### config.mk
export PLATFORM = sky130hd
export DESIGN_NAME = enc3b4b_lanes
export DESIGN_NICKNAME = d
export VERILOG_FILES = /design/src/rtl/enc3b4b_lanes.sv
export SDC_FILE = /design/constraint.sdc
export NUM_CORES = 1
export LEC_CHECK = 0
export BUFFER_PORTS_ARGS = -buffer_cell sky130_fd_sc_hd__clkbuf_2
export CORE_ASPECT_RATIO = 0.9
export CORE_MARGIN = 1
export CORE_UTILIZATION = 50
export DETAILED_ROUTE_END_ITERATION = 12
export GPL_TIMING_DRIVEN = 0
export PLACE_DENSITY_LB_ADDON = 0.25
export SLEW_MARGIN = 20
export SYNTH_ARGS = -nofsm -noshare
export SYNTH_HDL_FRONTEND = slang
export SYNTH_SLANG_ARGS = --single-unit
### constraint.sdc
create_clock -name clk -period 3.3 [get_ports clk]
set_input_delay 0.825 -clock clk [delete_from_list [all_inputs] [get_ports clk]]
set_output_delay 0.825 -clock clk [all_outputs]
set_load 0.03 [all_outputs]
### src/rtl/enc3b4b_lanes.sv
`default_nettype none
// ============================================================================
//  Module   : enc3b4b_lanes
//  Purpose  : Multi-lane 3B/4B sub-block encoder (fghj, A7 select, running
//             disparity, control-code error) behind a 2-entry skid buffer.
//  Option   : ENC3B4B_A7_CNT_EN adds the saturating a7_cnt output.
//  Revision : 1.0  initial release
// ============================================================================
module enc3b4b_lanes #(
   parameter int LANES     = 4,
   parameter int ERR_CNT_W = 16
) (
   input  logic                   clk,
   input  logic                   rst_n,
   input  logic                   in_valid,
   output logic                   in_ready,
   input  logic [3*LANES-1:0]     data_in,
   input  logic [LANES-1:0]       k_in,
   input  logic [LANES-1:0]       k28_in,
   input  logic [LANES-1:0]       rd6_in,
   input  logic [2*LANES-1:0]     ei_in,
   output logic                   out_valid,
   input  logic                   out_ready,
   output logic [4*LANES-1:0]     code_out,
   output logic [LANES-1:0]       rd4_out,
   output logic [LANES-1:0]       kerr_out,
   output logic [ERR_CNT_W-1:0]   err_cnt
`ifdef ENC3B4B_A7_CNT_EN
   ,
   output logic [ERR_CNT_W-1:0]   a7_cnt
`endif
);

   localparam int c_EW = 6 * LANES;

   function automatic logic is_a7(input logic [2:0] x, input logic k,
                                  input logic rd6, input logic [1:0] ei);
      return (x == 3'd7) & ((~rd6 & (ei == 2'b11)) | (rd6 & (ei == 2'b00)) | k);
   endfunction

   // Returns {kerr, rd4, fghj}
   function automatic logic [5:0] enc_lane(input logic [2:0] x, input logic k,
                                           input logic k28, input logic rd6,
                                           input logic [1:0] ei);
      logic       rn;
      logic [3:0] d;
      logic       rd4;
      logic       kerr;
      rn = ~rd6;
      case (x)
         3'd0:    d = rn ? 4'b1011 : 4'b0100;
         3'd1:    d = 4'b1001;
         3'd2:    d = 4'b0101;
         3'd3:    d = rn ? 4'b1100 : 4'b0011;
         3'd4:    d = rn ? 4'b1101 : 4'b0010;
         3'd5:    d = 4'b1010;
         3'd6:    d = 4'b0110;
         default: d = is_a7(x, k, rd6, ei) ? (rn ? 4'b0111 : 4'b1000)
                                           : (rn ? 4'b1110 : 4'b0001);
      endcase
      // Balanced control codes take the polarity of the incoming disparity
      if (k & rn & ((x == 3'd1) | (x == 3'd2) | (x == 3'd5) | (x == 3'd6)))
         d = ~d;
      rd4  = rd6 ^ ((x == 3'd0) | (x == 3'd4) | (x == 3'd7));
      kerr = k & ~k28 & (x != 3'd7);
      return {kerr, rd4, d};
   endfunction

   logic [4*LANES-1:0] w_code;
   logic [LANES-1:0]   w_rd4;
   logic [LANES-1:0]   w_kerr;
   logic [5:0]         w_lane [LANES];

   always_comb begin
      w_code = '0;
      w_rd4  = '0;
      w_kerr = '0;
      for (int i = 0; i < LANES; i++) begin
         w_lane[i] = enc_lane(data_in[3*i +: 3], k_in[i], k28_in[i],
                              rd6_in[i], ei_in[2*i +: 2]);
         w_code[4*i +: 4] = w_lane[i][3:0];
         w_rd4[i]         = w_lane[i][4];
         w_kerr[i]        = w_lane[i][5];
      end
   end

   logic [c_EW-1:0]      r_mem [2];
   logic                 r_wr_ptr;
   logic                 r_rd_ptr;
   logic [1:0]           r_count;
   logic                 r_in_ready;
   logic [ERR_CNT_W-1:0] r_err_cnt;
   logic                 w_push;
   logic                 w_pop;
   logic [1:0]           w_count_nxt;

   assign w_push = in_valid & r_in_ready;
   assign w_pop  = (r_count != 2'd0) & out_ready;

   always_comb begin
      w_count_nxt = r_count;
      if (w_push & ~w_pop)
         w_count_nxt = r_count + 2'd1;
      else if (~w_push & w_pop)
         w_count_nxt = r_count - 2'd1;
   end

   always_ff @(posedge clk) begin
      if (!rst_n) begin
         for (int e = 0; e < 2; e++)
            r_mem[e] <= '0;
         r_wr_ptr   <= 1'b0;
         r_rd_ptr   <= 1'b0;
         r_count    <= 2'd0;
         r_in_ready <= 1'b1;
         r_err_cnt  <= '0;
      end else begin
         if (w_push) begin
            r_mem[r_wr_ptr] <= {w_kerr, w_rd4, w_code};
            r_wr_ptr        <= ~r_wr_ptr;
         end
         if (w_pop)
            r_rd_ptr <= ~r_rd_ptr;
         r_count    <= w_count_nxt;
         r_in_ready <= (w_count_nxt != 2'd2);
         if (w_push && (|w_kerr) && (r_err_cnt != {ERR_CNT_W{1'b1}}))
            r_err_cnt <= r_err_cnt + ERR_CNT_W'(1);
      end
   end

   assign in_ready  = r_in_ready;
   assign out_valid = (r_count != 2'd0);
   assign {kerr_out, rd4_out, code_out} = r_mem[r_rd_ptr];
   assign err_cnt   = r_err_cnt;

`ifdef ENC3B4B_A7_CNT_EN
   localparam int c_SW = ERR_CNT_W + 5;

   logic [3:0]           w_a7_num;
   logic [c_SW-1:0]      w_a7_sum;
   logic [ERR_CNT_W-1:0] r_a7_cnt;

   always_comb begin
      w_a7_num = '0;
      for (int i = 0; i < LANES; i++)
         w_a7_num = w_a7_num + {3'b000, is_a7(data_in[3*i +: 3], k_in[i],
                                              rd6_in[i], ei_in[2*i +: 2])};
      w_a7_sum = c_SW'(r_a7_cnt) + c_SW'(w_a7_num);
   end

   always_ff @(posedge clk) begin
      if (!rst_n)
         r_a7_cnt <= '0;
      else if (w_push) begin
         if (w_a7_sum[c_SW-1:ERR_CNT_W] != '0)
            r_a7_cnt <= {ERR_CNT_W{1'b1}};
         else
            r_a7_cnt <= w_a7_sum[ERR_CNT_W-1:0];
      end
   end

   assign a7_cnt = r_a7_cnt;
`endif

endmodule
`default_nettype wire

After elaboration in Yosys (flattened, before gate mapping):

Memory sizes are Yosys's and may differ from the RTL's. A register that Yosys moved wholly into a read port is not among the register bits.
Index checks and enable logic that the tools add are counted.
Widths: inputs -> output; s select.

* bits in registers: 21
* word-level logic and storage cells: 183
* output and inout bits: 42
* memory bits (writable): 48
* input port bits: 36
* memories: 1

Memory list
* r_mem: depth 2, bits a word 24, read ports 1, clocked after Yosys merged registers in 1, wr ports 2, line 87 `logic [c_EW-1:0] r_mem [2];`

* equal/unequal tests: 38
* add/sub/neg operators: 3
* bitwise operators: 80
* reductions and logical operators: 13
* muxes and demuxes: 43

Operator list (count)
* $mux 4: 28
* $pmux 4 s7: 4
* $eq 3x3->1 const B: 16
* $and 1x1->1: 32
* $or 1x1->1: 28
* $eq 3x2->1 const B: 8
* $mux 24: 1
* $reduce_or 24->1: 1
* $add 16x1->16 const B: 1
* $ne 16x16->1 const B: 1
* $not 4->4: 4
* $eq 3x1->1 const B: 4
* $logic_not 3->1: 4
* $ne 3x3->1 const B: 4
* $not 1->1: 12
* $eq 2x2->1 const B: 4
* $logic_not 2->1: 4
* $mux 1: 8
* $mux 2: 2
* $reduce_or 4->1: 1
* $xor 1x1->1: 4
* $add 2x1->2 const B: 1
* $logic_and 1x1->1: 2
* $ne 2x2->1 const B: 1
* 2 further kinds: 2

Depth between registers and ports, before layout:

* word-level depth: 10
* mapped depth: 12
* mapped depth without buffers: 11

Least setup slack after synthesis:

No wires, ideal clock.

* kind: input to register
* start: in in_valid
* end: mem r_mem[0][0] (netlist name), enable pin
* buffers on the path: 0
* data arrival time: 2695 ps
* path slack: 166 ps
* stages on the path: 2
* path through: nand2_1 -> o21ai_0

RTL lines
* from (decl): line 15 `input logic in_valid,`
* to (decl): line 87

==> impl_metrics.json <==
{
  "die_w_um": 98.77,
  "viasPerCell": 5.755,
  "antenna_found_initial": 0,
  "fin_cells": 633,
  "slew_headroom": 0.4790,
  "cts_num_sinks": 70,
  "firstDrtPassIters": 4,
  "worstHoldPathType": "reg -> reg",
  "dpl.hpwl_um": 6678,
  "max_cap_viol_count": 0,
  "cts_resized": 0,
  "skew_ns": 0.01049,
  "mostFrequentLayoutCell": "clkbuf_2",
  "clockPowerShare": 0.258,
  "clock_path_buffers": 2,
  "cts_hold_buf": 0,
  "tightest_slew_ns": 0.7749,
  "syn2layout_area_growth_pct": 17.46,
  "dp_cells": 617,
  "grt_pass1_wl_um": 14680,
  "finalNetCount": 575,
  "worst-endpoint-arrival_ns": 3.03,
  "hold_violations": 0,
  "worst_slack_ns": 0.3446,
  "grt_pass1_vias": 3066,
  "pre_cts_ws_ns": 0.007146,
  "slew_violations": 0,
  "core-area_um2": 8107,
  "wl_per_cell_um": 14.60,
  "synthFlopType": "edfxtp_1",
  "switchingPower_uw": 1054,
  "cp.required_ns": 3.37,
  "timing.fmax_ghz": 0.3384,
  "yosys_warnings": 0,
  "synth_cell_type_count": 49,
  "routed_wl_um": 9242,
  "critPathTopFamily": "simple AND/OR/NAND/NOR gates",
  "ys_seq_area_frac": 0.4466,
  "crit_type": "in -> reg",
  "syn_inst": 447,
  "peakVddDrop_mv": 0.2878,
  "power_leakage_uw": 0.001997,
  "synth_seq_cells": 70,
  "drive_above_1_share": 0.2397,
  "die_h_um": 89.10,
  "drc": 0,
  "rsz0062_at_grt": "no",
  "track_usage": 0.2134,
  "synth_enable_flop_cells": 48,
  "cp_slowest_stage_delay_ns": 0.38,
  "cts_tree": "yes",
  "slowest_stage": "or3_1",
  "status": "complete, no violations",
  "grt-ovfl-total": 0,
  "n_antenna_cell": 0,
  "postSynthAreaPerCell_um2": 9.427,
  "start_util": 0.5198,
  "final_cell_mix": "clkbuf_2 (70), nor2_1 (60), edfxtp_1 (48)",
  "path_cells": "clkbuf_1 -> inv_1 -> or3_1 -> o21ai_0 -> o21ai_0 -> ha_1 -> nor4bb_1 -> o21ai_0 -> o31ai_1 -> xnor2_1 -> nor2_1",
  "place.gp.congestion": 0.8672,
  "antenna_left": 0,
  "fp-row-count": 31,
  "crit_path_frequent_cell": "o21ai_0",
  "cp-end-kind": "flop",
  "cts_setup_buffers": 0,
  "finalSetupViolCount": 0,
  "power.density_nw_per_um2": 592.7,
  "p_comb_frac": 0.354,
  "power.internal_uw": 1880,
  "die-area_um2": 8800,
  "ios": 78,
  "async_reset_ff_frac": 0,
  "fillCellCount": 696,
  "synth_nets": 493,
  "grt_max_degree": 25,
  "fin_crit_sh": 0.8956,
  "worstSkewPairLatency_ns": 0.33,
  "startpoint_type": "input port",
  "htree_levels": 3,
  "cts.clk_slew.worst_paths_ns": 0.08,
  "path_max_fanout": 9,
  "cts_buffers": 9,
  "finalSetupTns_ns": 0,
  "timing.critical_path.buf_inv": 2,
  "p_seq_frac": 0.388,
  "netlist_area_um2": 4214,
  "p_sw_frac": 0.3592,
  "io_buffer_count": 70,
  "num_vias": 3643,
  "drt_iter0_markers": 185,
  "clock-root-buffer": "clkbuf_8",
  "post-route-min-period_ns": 2.955
}
==> power by group through the flow <==
| stage | combinational [uW] | sequential (uW) | clock, uW |
|---|---|---|---|
| floorplan | 731 | 1170 | 0 |
| global placement | 997 | 1160 | 0 |
| detailed placement | 1040 | 1160 | 0 |
| CTS | 1040 | 1140 | 764 |
| global route | 1120 | 1150 | 804 |
| finish | 1040 | 1140 | 756 |
==> sequential cells by signal (all words and copies together), names as in the netlist, named ones only <==
signal / count
r_count: 2
r_rd_ptr: 1
err_cnt: 16
r_wr_ptr: 1
in_ready: 1
r_mem: 48
==> kinds of logic (layout without fill, tap and decap cells) <==
group | after synthesis | after routing | synth area share
fa+ha+maj | 10 | 10 | 0.02969
buf+inv | 52 | 139 | 0.04988
compound gates | 80 | 80 | 0.1200
flops | 70 | 70 | 0.4466
simple gates | 180 | 180 | 0.2200
xor+xnor | 16 | 16 | 0.03325
mux | 39 | 39 | 0.1007
==> stage by stage <==
| step | util | total power [uW] | hold slack, ns | instance area [um^2] |
|---|---|---|---|---|
| final | 0.6106 | 2934 | 0.4957 | 4950 |
| after global routing | 0.6106 | 3081 | 0.5285 | 4950 |
| after CTS | 0.6103 | 2948 | 0.4963 | 4947 |
| after detailed placement | 0.5831 | 2198 | 0.4853 | 4727 |
| after global placement | 0.5783 | 2153 | 0.4727 | 4688 |
| after floorplan | - | 1900 | 0.4725 | 4214 |
==> cell type report <==
type	instances	area, um^2	share of cell area
Clock buffer	9	123.9	0.02503
Tap cell	99	123.9	0.02503
Inverter	18	67.56	0.01365
Clock inverter	7	96.34	0.01946
Sequential cell	70	1882	0.3802
Buffer	34	142.6	0.02882
Multi-Input combinational cell	325	2136	0.4315
Timing Repair Buffer	71	377.9	0.07634
==> worst register-to-register path: cells and delay by family, from the launching register on <==
kind	cells	cell delay [ns]
buf+inv	1	0.37
simple gates	2	0.92
flops	1	0.43
==> synthesized netlist by cell type (all sizes together) (2+ instances only) <==
cell type | n | area (um^2)
nand2b | 9 | 56.30
mux2 | 27 | 304.0
o31ai | 5 | 37.54
a31oi | 6 | 37.54
ha | 10 | 125.1
buf | 7 | 41.29
nor4bb | 3 | 30.03
o22ai | 2 | 12.51
o211ai | 6 | 45.04
edfxtp | 48 | 1441
xor2 | 6 | 52.55
inv | 18 | 67.56
nor3 | 6 | 30.03
a21oi | 18 | 90.09
a221o | 2 | 20.02
a21o | 2 | 15.01
or4 | 2 | 18.77
or3 | 14 | 87.58
nor4 | 7 | 43.79
o21a | 3 | 22.52
nor2b | 8 | 50.05
mux2i | 12 | 120.1
nor2 | 60 | 225.2
nand2 | 31 | 116.4
o311a | 2 | 20.02
nand3b | 4 | 33.78
nand3 | 19 | 105.1
nand4 | 7 | 58.81
a211oi | 3 | 22.52
o21ai | 23 | 115.1
nor3b | 5 | 37.54
clkbuf | 27 | 101.4
xnor2 | 10 | 87.58
and3 | 4 | 25.02
dfxtp | 22 | 440.4
==> final timing paths <==
kind / end / cells past startpoint / slack [ns] / start
worst max-delay path: r_mem[0][9]$_SDFFCE_PN0P_ / 11 / 0.34 / rd6_in[2]
worst min-delay path: err_cnt[15]$_SDFFE_PN0P_ / 2 / 0.50 / err_cnt[15]$_SDFFE_PN0P_
worst max register to register: r_mem[1][14]$_SDFFCE_PN0P_ / 3 / 1.20 / r_wr_ptr$_SDFFE_PN0P_
worst min register to register: err_cnt[15]$_SDFFE_PN0P_ / 2 / 0.50 / err_cnt[15]$_SDFFE_PN0P_
==> per-layer routing <==
layer / up-vias / wire (um) / global-route usage
met3: 8 / 431 / 0.02893
met5: - / 0 / 0
met4: 0 / 106 / 0.08684
met2: 105 / 4450 / 0.3522
met1: 1749 / 4254 / 0.2880
li1: 1781 / - / -
No activity file was read; power rests on OpenSTA's default activity.
